`config.mk`:
```
export PLATFORM = sky130hd
export DESIGN_NAME = lock_controller
export DESIGN_NICKNAME = d
export VERILOG_FILES = /design/src/rtl/lock_controller.sv
export SDC_FILE = /design/constraint.sdc
export NUM_CORES = 1
export LEC_CHECK = 0
export BUFFER_PORTS_ARGS = -buffer_cell sky130_fd_sc_hd__buf_4
export CAP_MARGIN = 30
export CELL_PAD_IN_SITES_DETAIL_PLACEMENT = 1
export CELL_PAD_IN_SITES_GLOBAL_PLACEMENT = 2
export CORE_MARGIN = 2
export CORE_UTILIZATION = 37
export DETAILED_ROUTE_END_ITERATION = 8
export GPL_TIMING_DRIVEN = 0
export MAX_ROUTING_LAYER = met4
export PLACE_DENSITY = 0.83
export SLEW_MARGIN = 0
export SYNTH_ARGS = -nofsm -noshare
export SYNTH_HDL_FRONTEND = slang
export SYNTH_SLANG_ARGS = --single-unit
export TNS_END_PERCENT = 50
```
`constraint.sdc`:
```
create_clock -name clk -period 7.34 [get_ports clk]
set_input_delay 1.101 -clock clk [delete_from_list [all_inputs] [get_ports clk]]
set_output_delay 1.101 -clock clk [all_outputs]
set_load 0.1 [all_outputs]
```
`src/rtl/lock_controller.sv`:
```
// Canal lock sequencer: levels the pound to the entry side, passes a gondola in, moves the water, passes it out.
// All outputs are registered; gate pulses and valve drives reflect inputs sampled at the previous clock edge.
module lock_controller #(
   parameter int LEVEL_MAX   = 7,
   parameter int STEP_CYCLES = 4
) (
   input  logic                             clk,
   input  logic                             reset,
   input  logic                             reqWest,
   input  logic                             reqEast,
   input  logic                             gondolaPassed,
   input  logic                             westClosed,
   input  logic                             eastClosed,
   output logic                             openWest,
   output logic                             openEast,
   output logic                             fillValve,
   output logic                             drainValve,
   output logic [$clog2(LEVEL_MAX+1)-1:0]   level,
   output logic                             busy
);
   localparam int LW = $clog2(LEVEL_MAX + 1);
   localparam int SW = (STEP_CYCLES > 1) ? $clog2(STEP_CYCLES) : 1;
   localparam logic [LW-1:0] L_MAX  = LW'(LEVEL_MAX);
   localparam logic [SW-1:0] S_LAST = SW'(STEP_CYCLES - 1);

   typedef enum logic [2:0] {IDLE, PREP, OPEN_IN, WAIT_IN, MOVE, OPEN_OUT, WAIT_OUT} state_t;

   state_t          r_state, w_state_n;
   logic            r_dir, w_dir_n;
   logic [LW-1:0]   r_level, w_level_n;
   logic [SW-1:0]   r_step, w_step_n;
   logic            r_fill, r_drain, r_open_w, r_open_e;
   logic            w_fill_n, w_drain_n, w_open_w_n, w_open_e_n;
   logic            w_gates_shut;
   logic [LW-1:0]   w_entry, w_exit, w_target;

   always_comb begin
      w_gates_shut = westClosed & eastClosed;
      w_entry      = r_dir ? L_MAX : '0;
      w_exit       = r_dir ? '0 : L_MAX;
      w_state_n    = r_state;
      w_dir_n      = r_dir;
      w_level_n    = r_level;
      w_step_n     = r_step;
      w_open_w_n   = 1'b0;
      w_open_e_n   = 1'b0;
      w_fill_n     = 1'b0;
      w_drain_n    = 1'b0;
      w_target     = '0;

      // A valve that ran during this cycle advances the step counter
      if (r_fill | r_drain) begin
         if (r_step == S_LAST) begin
            w_step_n = '0;
            if (r_fill && r_level != L_MAX)
               w_level_n = r_level + 1'b1;
            else if (r_drain && r_level != '0)
               w_level_n = r_level - 1'b1;
         end else begin
            w_step_n = r_step + 1'b1;
         end
      end

      case (r_state)
         IDLE: begin
            if (reqWest | reqEast) begin
               w_dir_n   = (reqWest & reqEast) ? (r_level == L_MAX) : reqEast;
               w_state_n = PREP;
               w_step_n  = '0;
            end
         end
         PREP: begin
            if (w_level_n == w_entry)
               w_state_n = OPEN_IN;
         end
         OPEN_IN: begin
            if (w_gates_shut) begin
               w_state_n  = WAIT_IN;
               w_open_w_n = ~r_dir;
               w_open_e_n = r_dir;
            end
         end
         WAIT_IN: begin
            if (gondolaPassed) begin
               w_state_n = MOVE;
               w_step_n  = '0;
            end
         end
         MOVE: begin
            if (w_level_n == w_exit)
               w_state_n = OPEN_OUT;
         end
         OPEN_OUT: begin
            if (w_gates_shut) begin
               w_state_n  = WAIT_OUT;
               w_open_w_n = r_dir;
               w_open_e_n = ~r_dir;
            end
         end
         WAIT_OUT: begin
            if (gondolaPassed)
               w_state_n = IDLE;
         end
         default: w_state_n = IDLE;
      endcase

      // Valves for the coming cycle only run in PREP/MOVE with both gates shut
      if (w_state_n == PREP)
         w_target = w_dir_n ? L_MAX : '0;
      else
         w_target = w_dir_n ? '0 : L_MAX;
      if ((w_state_n == PREP || w_state_n == MOVE) && w_gates_shut) begin
         w_fill_n  = (w_level_n < w_target);
         w_drain_n = (w_level_n > w_target);
      end
   end

   always_ff @(posedge clk or negedge reset) begin
      if (!reset) begin
         r_state  <= IDLE;
         r_dir    <= 1'b0;
         r_level  <= '0;
         r_step   <= '0;
         r_fill   <= 1'b0;
         r_drain  <= 1'b0;
         r_open_w <= 1'b0;
         r_open_e <= 1'b0;
      end else begin
         r_state  <= w_state_n;
         r_dir    <= w_dir_n;
         r_level  <= w_level_n;
         r_step   <= w_step_n;
         r_fill   <= w_fill_n;
         r_drain  <= w_drain_n;
         r_open_w <= w_open_w_n;
         r_open_e <= w_open_e_n;
      end
   end

   assign openWest   = r_open_w;
   assign openEast   = r_open_e;
   assign fillValve  = r_fill;
   assign drainValve = r_drain;
   assign level      = r_level;
   assign busy       = (r_state != IDLE);

endmodule

```
# Word level (Yosys, flattened, before mapping)
# Cells that the tools add are included.
# classes
add_sub_neg,3
n_lt_le_gt_ge,2
n_eq_ne,13
n_mux,31
bitwise_logic,5
reduce_logical,7
# op_table
operator,count
3-bit two-way mux,16
3-bit case mux with 7 select lines,1
3-bit == test (second input constant),5
2-bit two-way mux,4
1-bit two-way mux,7
3-bit by 1-bit == test with 1-bit output (second input constant),2
3-bit by 2-bit == test with 1-bit output (second input constant),2
3-bit == test,2
3-bit nonzero test,2
1-bit case mux with 2 select lines,2
2-bit case mux with 2 select lines,1
3-bit by 1-bit adder with 3-bit output (second input constant),1
3-bit greater-than comparator,1
1-bit logical AND,3
3-bit logical NOT,1
3-bit less-than comparator,1
3-bit inequality test (second input constant),1
3-bit by 1-bit subtractor with 3-bit output (second input constant),1
2-bit by 1-bit adder with 2-bit output (second input constant),1
1-bit AND,2
2-bit == test (second input constant),1
1-bit bitwise OR,2
1-bit logical OR,1
1-bit NOT,1
# totals
reg_bits,13
input_bits,7
out_inout_bits,8
word_cells,69

# Depth between registers and ports, before layout
# depth
word_depth,13
mapped_depth,13
ltp_nobuf,13

# Least setup slack after synthesis
# Ideal clock, no wire load.
# synth_path
kind,reg2reg
start,register r_level[1] (netlist: level[1])
end,register r_drain (netlist: drainValve)
arrival_time_ps,3931
slack_ps,3284
stages_incl_launch_ff,13
path_cell_list,dfrtp_1 -> ha_1 -> ha_1 -> and3b_1 -> a21o_4 -> a31o_1 -> o311a_1 -> o21ai_1 -> nand2_1 -> xnor2_1 -> ha_1 -> or4_1 -> a2111oi_0
# synth_between
elab_chain_cells,13
elab_cells_between_ends,28
# synth_lines
element,line,source
from (decl),30,"logic [LW-1:0] r_level, w_level_n;"
from (signal assigned),131,r_level <= w_level_n;
branches (longest 5 deep; another with 3-bit by 1-bit subtractor with 3-bit output),-,
3-bit two-way mux (*),52,if (r_fill | r_drain) begin
"3-bit == test, on equally long branches","90, 73",
"3-bit two-way mux, on equally long branches","90, 73",
3-bit case mux with 7 select lines (*),64,case (r_state)
named net w_state_n[0],28,"state_t r_state, w_state_n;"
3-bit by 1-bit == test with 1-bit output or 3-bit == test (tied branches),"108, 112",
3-bit two-way mux or 1-bit logical OR (tied branches),"108, 112",
3-bit greater-than comparator or 1-bit logical AND (tied branches),"114, 112",
1-bit two-way mux (*),112,if ((w_state_n == PREP || w_state_n == MOVE) && w_gates_shut) begin
named net w_drain_n,33,"logic w_fill_n, w_drain_n, w_open_w_n, w_open_e_n;"
to (signal assigned),134,r_drain <= w_drain_n;
to (decl),32,"logic r_fill, r_drain, r_open_w, r_open_e;"
# Mark *: on every way through the listed nets, which the timed path passes.

# Worst setup path after layout
# Same ends and word-level chain as after synthesis.

==> impl_metrics.csv <==
group,metric,value,unit
run_status,outcome,"completed",
hold_path,hold_start,"r_step[1]$_DFF_PN0_",
yosys,synth_edf_count,0,
run,drv_cap,0,
die,core_area,0.00308,mm2
yosys,synth.cells.most_frequent,"16 x nor2_1, 13 x dfrtp_1, 9 x inv_1",
route,ant_nets,0,
sta,max_freq,245,MHz
route,vias,1163,
critical_path,startpoint_type,"register",
sta,drv_slew,0,
clock_tree,cts_tree,"done",
clock_tree,clk_pin_slew,90,ps
final_layout,areaGrowthSynthToFinish,15.3,%
sta,rsz0062_at_grt,"no",
yosys,synth_top_cell_by_area,"dfrtp_1",
critical_path,reg2reg_depth,12,
route,drtPass1Iterations,4,
sta,fin_ws,3260,ps
yosys,synth_compound_area_share,32.7,%
critical_path,worst_path_max_delay_cell,"a2111oi_0",
pwr,total_power,0.559,mW
sta,fin_skew,5.02,ps
yosys,synth-xor-area-share,4.32,%
sta,relSlewSlack,54.9,%
route,drcViolationCount,0,
yosys,ys_ff_latch,13,
sta,finalSetupViolCount,0,
die,io_pins,15,
critical_path,path_common_cell,"ha_1",
clock_tree,clock_latency,280,ps
yosys,syn_inst,140,
clock_tree,cts_max_level,1,
yosys,synth_area,0.00122,mm2
clock_tree,cts_buffers,3,
place,io_buffers,14,
hold_path,hold_end,"r_step[1]$_DFF_PN0_",
critical_path,cp.required,7450,ps
global_route,grt_antenna_before_repair,0,
place,gp_congestion,0.879,
pwr,power_per_cell_area,399,mW/mm2
yosys,seq_area_frac_synth,26.7,%
route,vias_per_cell,5.76,
global_route,grt_max_degree,14,
yosys,ys_types,58,
critical_path,crit_buf_inv,0,
critical_path,crit_path_max_fanout,8,
critical_path,rr_startpoint,"level[1]$_DFF_PN0_",
critical_path,slowest_delay,610,ps
clock_tree,cts_root_buf,"clkbuf_4",
die,die_h,61.3,um
yosys,synthArstFlopShare,100,%
critical_path,critPathCaptureType,"register",
yosys,netlist.area_leader.share,26.7,%
pwr,power.leakage,0.640,nW
place,dp_hpwl,2690,um
clock_tree,cts-hold-fix-buffers,0,
global_route,grt_overflow,0,
die,die_w,61.3,um
clock_tree,clock-sinks,13,
yosys,ys.warnings.count,0,
global_route,first_global_vias,1181,
yosys,synth_most_common_cell,"nor2_1",
sta,final_hold_viol_count,0,
final_layout,design_area,0.00140,mm2
yosys,ys.flop_type,"dfrtp_1",
die,initial_core_util,39.5,%
critical_path,critical_path.top_delay_family,"compound AO/OA/AOI/OAI gates",
final_layout,post-route-util,45.6,%
route,wirelength,3360,um
pwr,ir_worst_vdd,0.172,mV
sta,min_period,4080,ps
route,drt_iter0_drc,41,
critical_path,r2r_slack,3260,ps
critical_path,timing.rr.end,"drainValve$_DFF_PN0_",
place,dp_slack,3070,ps
clock_tree,postCtsSetupBuffers,0,
global_route,grt_pass1_wl,5670,um
route,wl_per_cell,16.6,um
critical_path,critical_path_class,"reg2reg",
yosys,synth_area_leaders,"dfrtp_1 27%, ha_1 6.2%, nor2_1 4.9%",
die,num_rows,20,
yosys,syn-num-nets,153,
yosys,synthAdderAreaFrac,6.17,%
sta,worstMarginPinSlew,676,ps
final_layout,drive_gt1_share,19.6,%
clock_tree,cts-resized-gates,0,
final_layout,fin_nets,172,
yosys,synth_simple_gate_area_share,23.1,%
hold_path,worstHoldPathCells,2,
yosys,synth_top_family_by_area,"compound AO/OA/AOI/OAI gates",
final_layout,diodes,0,
yosys,synth_mux_area_share,1.65,%
die,die_area,0.00376,mm2
yosys,syn_area_per_cell,8.69,um2
clock_tree,cts_buffer_depth,2,
critical_path,path_cells,"ha_1 > ha_1 > and3b_1 > a21o_4 > a31o_1 > o311a_1 > o21ai_1 > nand2_1 > xnor2_1 > ha_1 > or4_1 > a2111oi_0",
global_route,track_usage,21.2,%
sta,fin_crit_sh,55.6,%
sta,setup_tns,0,ps
hold_path,hp-class,"reg2reg",
critical_path,crit_arrival,4200,ps
place,placed_area,0.00138,mm2
sequential cells by signal (all words and copies together), names as in the netlist:
signal      cells
level           3
r_step          2
openWest        1
r_dir           1
openEast        1
fillValve       1
r_state         3
drainValve      1
final cells by class:
class                           instances  area (um2)
Sequential cell                        13         325
Buffer                                  5        26.3
Inverter                               10        37.5
Fill cell                             371        1680
Tap cell                               44        55.1
Clock buffer                            4        26.3
Multi-Input combinational cell        112         827
Timing Repair Buffer                   14         105
metal layers:
metal  wire (um)  vias to the layer above  GRT usage, %
met1        1630                      577          28.4
met5           0                        -             -
li1            -                      574             -
met3          54                        2          1.26
met4          27                        0          6.99
met2        1650                       10          34.2
kinds of logic (layout without fill, tap and decap cells):
kind of cell / Yosys count / after routing
AO/OA/AOI/OAI: 47 / 47
XOR/XNOR: 6 / 6
adder cells (fa/ha/maj): 6 / 6
buffers and inverters: 15 / 33
flip-flops: 13 / 13
multiplexers: 2 / 2
AND/OR/NAND/NOR: 51 / 51
worst max-delay path by stage:
| stage | start | endpoint | slack [ps] | cells past startpoint |
|---|---|---|---|---|
| 3_5_place_dp | westClosed | drainValve$_DFF_PN0_ | 3070 | 10 |
| 6_report | level[1]$_DFF_PN0_ | drainValve$_DFF_PN0_ | 3260 | 12 |
| 3_3_place_gp | westClosed | drainValve$_DFF_PN0_ | 3130 | 10 |
| 4_1_cts | level[1]$_DFF_PN0_ | drainValve$_DFF_PN0_ | 3210 | 12 |
| 2_1_floorplan | level[1]$_DFF_PN0_ | drainValve$_DFF_PN0_ | 3280 | 12 |
| 5_1_grt | level[1]$_DFF_PN0_ | drainValve$_DFF_PN0_ | 2980 | 12 |
cells in the final DEF (no fill, tap or decap), types with 4 or more instances in the layout:
cell | Yosys | layout
nor2_1 | 16 | 16
buf_4 | 1 | 15
dfrtp_1 | 13 | 13
inv_1 | 9 | 9
nand2_1 | 8 | 8
o21ai_0 | 6 | 6
ha_1 | 6 | 6
a21oi_1 | 5 | 5
xnor2_1 | 5 | 5
nor3_1 | 4 | 4
nand2b_1 | 4 | 4
o211a_1 | 4 | 4
a2111oi_0 | 4 | 4
through the flow:
step | hold slack, ps | std cells
finish | 542 | 202
global route | 574 | 202
CTS | 551 | 202
detailed placement | 538 | 198
global placement | 515 | 198
floorplan | 502 | 140
power breakdown:
group / internal, mW / switching (mW) / total [mW]
clock network: 0.0211 / 0.0258 / 0.0468
logic: 0.138 / 0.264 / 0.401
registers: 0.0918 / 0.0196 / 0.111
total: 0.250 / 0.309 / 0.559
worst min-delay path: cells and delay by family, from the launching register on:
kind            cells  cell delay, ps
simple gates        1              60
flops               1             390
compound gates      1              50
No activity file was read; power rests on OpenSTA's default activity.
